===== src/rtl/trig_ddr_tx_framer.sv =====
// DDR trigger-link transmit framer: 2-bit sync header + payload, two bits per clock to an ODDR.
// Optional macro TX_PRBS_IDLE_EN fills idle payload with PRBS-7 instead of zeros.
module trig_ddr_tx_framer #(
  parameter int WORD_WIDTH   = 16,
  parameter int TRAIN_CYCLES = 1024,
  parameter int CNT_WIDTH    = 16
) (
  input  logic                  clock,
  input  logic                  reset,
  input  logic                  train_req,
  input  logic [WORD_WIDTH-1:0] din,
  input  logic                  din_valid,
  output logic                  din_ready,
  output logic                  d0,
  output logic                  d1,
  output logic                  training,
  output logic                  frame_start,
  output logic [CNT_WIDTH-1:0]  frame_cnt
);

  localparam int NB = WORD_WIDTH / 2;
  localparam int BW = $clog2(NB + 1);
  localparam int TW = $clog2(TRAIN_CYCLES);
  localparam logic [BW-1:0] LAST_BEAT  = BW'(NB);
  localparam logic [TW-1:0] LAST_TRAIN = TW'(TRAIN_CYCLES - 1);

  typedef enum logic {TRAIN, SEND} state_t;

  state_t          state, state_nx;
  logic [TW-1:0]   tcnt, tcnt_nx;
  logic [BW-1:0]   beat, beat_nx;
  logic            train_pending, pending_nx;
  logic [WORD_WIDTH-1:0] sreg;
  logic            is_data;
  logic            load, take;
  logic            d0_nx, d1_nx, fs_nx, trn_nx, cnt_inc;
`ifdef TX_PRBS_IDLE_EN
  logic [6:0]      lfsr;
  logic            prbs_adv;
`endif

  // state register
  always_ff @(posedge clock or posedge reset) begin
    if (reset) begin
      state         <= TRAIN;
      tcnt          <= '0;
      beat          <= '0;
      train_pending <= 1'b0;
    end else begin
      state         <= state_nx;
      tcnt          <= tcnt_nx;
      beat          <= beat_nx;
      train_pending <= pending_nx;
    end
  end

  // next state
  always_comb begin
    state_nx   = state;
    tcnt_nx    = tcnt;
    beat_nx    = beat;
    pending_nx = train_pending;
    case (state)
      TRAIN: begin
        if (train_req)               tcnt_nx = '0;
        else if (tcnt == LAST_TRAIN) begin
          state_nx = SEND;
          tcnt_nx  = '0;
          beat_nx  = '0;
        end else                     tcnt_nx = tcnt + TW'(1);
      end
      default: begin
        if (beat == LAST_BEAT) begin
          // a request arriving in the load cycle itself also ends the frame into training
          if (train_pending || train_req) begin
            state_nx   = TRAIN;
            tcnt_nx    = '0;
            pending_nx = 1'b0;
          end
          beat_nx = '0;
        end else begin
          beat_nx = beat + BW'(1);
          if (train_req) pending_nx = 1'b1;
        end
      end
    endcase
  end

  // outputs: handshake plus next values of the registered wire outputs
  always_comb begin
    load      = (state == TRAIN) ? (tcnt == LAST_TRAIN && !train_req) : (beat == LAST_BEAT);
    din_ready = load && !train_pending && !train_req;
    take      = din_valid && din_ready;
    d0_nx     = 1'b1;
    d1_nx     = 1'b0;
    fs_nx     = 1'b0;
    trn_nx    = 1'b1;
    cnt_inc   = 1'b0;
`ifdef TX_PRBS_IDLE_EN
    prbs_adv  = 1'b0;
`endif
    if (state == SEND) begin
      trn_nx = 1'b0;
      if (beat == '0) begin
        fs_nx   = 1'b1;
        d0_nx   = !is_data;
        d1_nx   = is_data;
        cnt_inc = is_data;
      end else if (is_data) begin
        d0_nx = sreg[0];
        d1_nx = sreg[1];
      end else begin
`ifdef TX_PRBS_IDLE_EN
        d0_nx    = lfsr[6];
        d1_nx    = lfsr[5];
        prbs_adv = 1'b1;
`else
        d0_nx = 1'b0;
        d1_nx = 1'b0;
`endif
      end
    end
  end

  always_ff @(posedge clock or posedge reset) begin
    if (reset) begin
      sreg    <= '0;
      is_data <= 1'b0;
    end else if (load) begin
      sreg    <= take ? din : '0;
      is_data <= take;
    end else if (state == SEND && beat != '0) begin
      sreg    <= sreg >> 2;
    end
  end

`ifdef TX_PRBS_IDLE_EN
  // x^7+x^6+1, two steps per idle payload beat; lfsr[6] is the older bit
  always_ff @(posedge clock or posedge reset) begin
    if (reset)         lfsr <= 7'h7F;
    else if (prbs_adv) lfsr <= {lfsr[4:0], lfsr[6] ^ lfsr[5], lfsr[5] ^ lfsr[4]};
  end
`endif

  always_ff @(posedge clock or posedge reset) begin
    if (reset) begin
      d0          <= 1'b1;
      d1          <= 1'b0;
      training    <= 1'b1;
      frame_start <= 1'b0;
      frame_cnt   <= '0;
    end else begin
      d0          <= d0_nx;
      d1          <= d1_nx;
      training    <= trn_nx;
      frame_start <= fs_nx;
      if (cnt_inc) frame_cnt <= frame_cnt + CNT_WIDTH'(1);
    end
  end

endmodule


===== config.mk =====
export PLATFORM = sky130hd
export DESIGN_NAME = trig_ddr_tx_framer
export DESIGN_NICKNAME = d
export VERILOG_FILES = /design/src/rtl/trig_ddr_tx_framer.sv
export SDC_FILE = /design/constraint.sdc
export NUM_CORES = 1
export LEC_CHECK = 0
export ABC_CLOCK_PERIOD_IN_PS = 5440
export CAP_MARGIN = 20
export CORE_MARGIN = 3
export CORE_UTILIZATION = 58
export CTS_CLUSTER_DIAMETER = 150
export DETAILED_ROUTE_END_ITERATION = 8
export HOLD_SLACK_MARGIN = 0.06
export PLACE_DENSITY = 0.95
export SYNTH_ARGS = -nofsm -noshare
export SYNTH_HDL_FRONTEND = slang
export SYNTH_SLANG_ARGS = --single-unit

===== constraint.sdc =====
create_clock -name clock -period 5.44 [get_ports clock]
set_input_delay 1.088 -clock clock [delete_from_list [all_inputs] [get_ports clock]]
set_output_delay 1.088 -clock clock [all_outputs]
set_load 0.01 [all_outputs]

# Word level (Yosys, flattened, before mapping)
# Index checks and enable logic that the tools add are counted.
[totals] inputBits=20 register_bits=53
[op_classes] n_reduce_logical=17 mux=32 n_eq_ne=6 n_addsub=3
[ops] cell="10-bit 2-to-1 mux" count=5
[ops] cell="16-bit 2-to-1 mux" count=3
[ops] cell="1-bit 2-to-1 mux" count=20
[ops] cell="16-bit by 1-bit adder with 16-bit output, second input constant" count=1
[ops] cell="4-bit 2-to-1 mux" count=4
[ops] cell="10-bit by 1-bit adder with 10-bit output, second input constant" count=1
[ops] cell="10-bit equality test, second input constant" count=1
[ops] cell="2-bit by 1-bit inequality test with 1-bit output, second input constant" count=4
[ops] cell="2-bit nonzero test" count=3
[ops] cell="1-bit logical AND" count=5
[ops] cell="4-bit by 1-bit adder with 4-bit output, second input constant" count=1
[ops] cell="4-bit equality test, second input constant" count=1
[ops] cell="4-bit zero test" count=1
[ops] cell="2-bit AND reduction" count=2
[ops] cell="4-bit nonzero test" count=1
[ops] cell="1-bit zero test" count=3
[ops] cell="3-bit AND reduction" count=1
[ops] cell="1-bit logical OR" count=1

# Depth between registers and ports, before layout
[depth] word_depth=8 ltp_mapped=8 mapped_depth_nobuf=6

# Worst setup path before layout
# OpenSTA, ideal clock, no wires.
[synth_timing] path_type="input to output" from="input port train_req" to="output port din_ready" arrival_ps=2045 cell_stages=5 slack_ps=2307 n_path_buf=1 cell_sequence="and4bb_2 > and3_4 > buf_6 > nor2_1 > nor3_1"
[synth_via] elab_chain_len=5
[synth_lines] element="start: declaration" line="10" text="input logic train_req,"
[synth_lines] element="1-bit zero test (*)" line="91, 92"
[synth_lines] element="1-bit logical AND" line="91" text="load = (state == TRAIN) ? (tcnt == LAST_TRAIN && !train_req) : (beat == LAST_BEAT);"
[synth_lines] element="1-bit 2-to-1 mux" line="91"
[synth_lines] element="1-bit logical AND" line="92" text="din_ready = load && !train_pending && !train_req;"
[synth_lines] element="1-bit logical AND (*)" line="92"
[synth_lines] element="end: declaration" line="13" text="output logic din_ready,"
# Every way passes the cells marked *; elsewhere a longest branch is shown, timed or not.

# Worst setup path in the final report
# Same ends and word-level chain as after synthesis.

==> results.json <==
{
  "leakage_nw": 1.412,
  "cts.repair.resized": 0,
  "max_cap_viol_count": 0,
  "critPathCapture": "din_ready",
  "crit_fanout": 30,
  "finalInstanceArea_mm2": 0.003208,
  "cp_common_cell": "clkdlybuf4s50_1",
  "timing.rr.start": "tcnt[1]",
  "syn_to_final_growth_pct": 18.43,
  "fin_crit_ns": 4.377,
  "rsz0062_at_grt": "false",
  "crit_buf_inv": 2,
  "crit_chain": "clkdlybuf4s50_1 > and4bb_2 > and3_4 > nor2_1 > nor3_1 > clkdlybuf4s50_1",
  "max_freq_ghz": 0.2285,
  "synth_edf_count": 0,
  "power.density_mw_per_mm2": 220.8,
  "final_cell_mix": "51 x dfrtp_1, 40 x clkdlybuf4s50_1, 19 x a31oi_1, 18 x a21oi_1, 17 x nor3_1",
  "setup_viol": 0,
  "layout.cells.non_filler": 351,
  "ys_seq_elements": 53,
  "drv_slew": 0,
  "clkSlewWorstSetupHoldPaths_ns": 0.09,
  "cts_max_path_buffers": 2,
  "wirelength_um": 6002,
  "ys_types": 45,
  "ant_nets": 0,
  "status": "complete, no violations",
  "root_buffer": "clkbuf_8",
  "final_layout_size_suffix_gt1_frac": 0.08027,
  "critPathSlowestCell": "clkdlybuf4s50_1",
  "numCtsBuffers": 5,
  "synth.avg_cell_area_um2": 10.22,
  "synth_area_leaders": "dfrtp_1 47%, o2111ai_1 4.5%, a31oi_1 4.4%",
  "cp-end-kind": "output pin",
  "arrival_ns": 3.29,
  "async_flop_share": 1.000,
  "crit_cells": 6,
  "critPathKind": "input pin to output pin",
  "worstReg2RegEnd": "sreg[4]",
  "worst_pin_slew_ns": 0.9406,
  "post_drt_wl_per_cell_um": 17.10,
  "start_util": 0.6095,
  "core_mm2": 0.004444,
  "yosysWarnings": 0,
  "p_int_mw": 0.5631,
  "tns_ns": 0,
  "die_x_um": 74.34,
  "final_common_cell": "dfrtp_1",
  "grt_start_max_net_pins": 54,
  "num_antenna_cells": 0,
  "dp_cells": 341,
  "antenna_found_initial": 0,
  "ios": 41,
  "power.share.switching": 0.2052,
  "grt_use_total": 0.2335,
  "first_global_vias": 2097,
  "overflow": 0,
  "worstRegToRegCells": 5,
  "postSynthCellCount": 265,
  "relSlewSlack": 0.3706,
  "clockPowerShare": 0.388,
  "die_h_um": 74.34,
  "peakVddDrop_mv": 0.1542,
  "post-route-period-util": 0.8046,
  "clk_latency_ns": 0.30,
  "clock-sinks": 53,
  "dominantRegCellSynth": "dfrtp_1",
  "power_frac_seq": 0.561,
  "yosysSeqAreaShare": 0.4905,
  "synth_top_area_frac": 0.4711,
  "die_area_mm2": 0.005526,
  "fin_util": 0.7218,
  "dr.pass1.iters": 4,
  "crit_required_ns": 4.35,
  "row_count": 24,
  "synth_top_cell_by_area": "dfrtp_1",
  "hold_viol_final": 0,
  "drt-initial-drc-count": 188,
  "h-tree-depth": 2,
  "worstSetupStartpointType": "input pin",
  "crit_family": "simple AND/OR/NAND/NOR gates",
  "skew_ns": 0.002646,
  "grt_pass1_wl_um": 9922,
  "fin_hold_ws_ns": 0.4876,
  "port_buffers": 40,
  "crit_path_max_incr_delay_ns": 0.58,
  "cts_tree": "built",
  "pwr-share-comb": 0.051,
  "rrSetupSlack_ns": 3.30,
  "cts_hold_buf": 0,
  "placed_cell_area_mm2": 0.003064,
  "syn_nets": 289,
  "vias": 2275,
  "dp.final_hpwl_um": 4037,
  "switching_power_mw": 0.1454,
  "drc": 0,
  "hold_path.class": "flop to flop",
  "cts_setup_buffers": 0,
  "via_per_inst": 6.481,
  "crit_path_start": "train_req",
  "nNetsFinal": 322,
  "gp_congestion": 0.7874,
  "syn_area_mm2": 0.002709
}
per-stage QoR:
stage                     power [mW]  setup slack, ns
after floorplan               0.4191            2.307
after global placement        0.4376            1.103
after detailed placement      0.4389            1.092
after CTS                     0.7103            1.079
after global routing          0.7329           0.9578
final                         0.7085            1.063
per-layer routing:
metal,global-route usage,up-vias,part of all wire
li1,-,1052,-
met1,0.3087,1133,0.42
met2,0.3789,75,0.51
met3,0.05405,15,0.047
met4,0.08498,0,0.025
met5,0,-,0
synth_stat cells, types with 2 or more instances:
library cell / number
and2_1: 4
clkbuf_1: 4
nor3_1: 17
and3_1: 3
o21a_1: 2
xnor2_1: 6
o21ai_0: 11
buf_2: 4
buf_6: 4
ha_1: 4
and4_1: 4
nand3_1: 13
a22o_1: 5
inv_1: 9
dfstp_2: 2
mux2_2: 2
nand4_1: 3
buf_4: 4
a31oi_1: 19
nand2_1: 15
a21oi_1: 18
o2111ai_1: 14
nor2_1: 15
dfrtp_1: 51
a41oi_1: 3
xor2_1: 9
a21o_1: 2
power groups by stage:
stage,Combinational [mW],Clock (mW),Sequential [mW]
after global placement,0.0328,0,0.405
after detailed placement,0.0339,0,0.405
final,0.0361,0.275,0.397
after floorplan,0.0145,0,0.405
after global routing,0.0401,0.295,0.398
after CTS,0.0341,0.279,0.397
state kept, by name, summed over array words and instances, names as in the netlist:
name / flops
tcnt: 10
sreg: 16
is_data: 1
beat: 4
frame_cnt: 16
state: 1
frame_start: 1
d0: 1
train_pending: 1
d1: 1
training: 1
worst min-delay path by stage:
stage / startpoint / end / slack, ns / cells after the start
finish: tcnt[7] / tcnt[7] / 0.49 / 1
detailed placement: tcnt[7] / tcnt[7] / 0.47 / 1
global placement: frame_cnt[15] / frame_cnt[15] / 0.46 / 1
CTS: tcnt[7] / tcnt[7] / 0.49 / 1
floorplan: tcnt[7] / tcnt[7] / 0.44 / 1
global route: tcnt[7] / tcnt[7] / 0.50 / 1
cell families (layout without fill, tap and decap cells):
logic type	after synthesis	after routing	synth area share
compound gates	79	79	0.2028
xor+xnor	15	15	0.04850
fa+ha+maj	4	4	0.01848
buf+inv	25	59	0.05311
flops	53	53	0.4905
mux	2	2	0.008313
simple gates	87	87	0.1783
cell type report:
cell class              instances  area, um^2
repair buffers                 42       427.9
multi-input cells             187        1236
flip-flops and latches         53        1329
well taps                      52       65.06
clock buffers                   7       86.33
fillers                       323        1236
inverters                       9       33.78
clock inverters                 1       30.03
(Power assumes the default switching activity.)
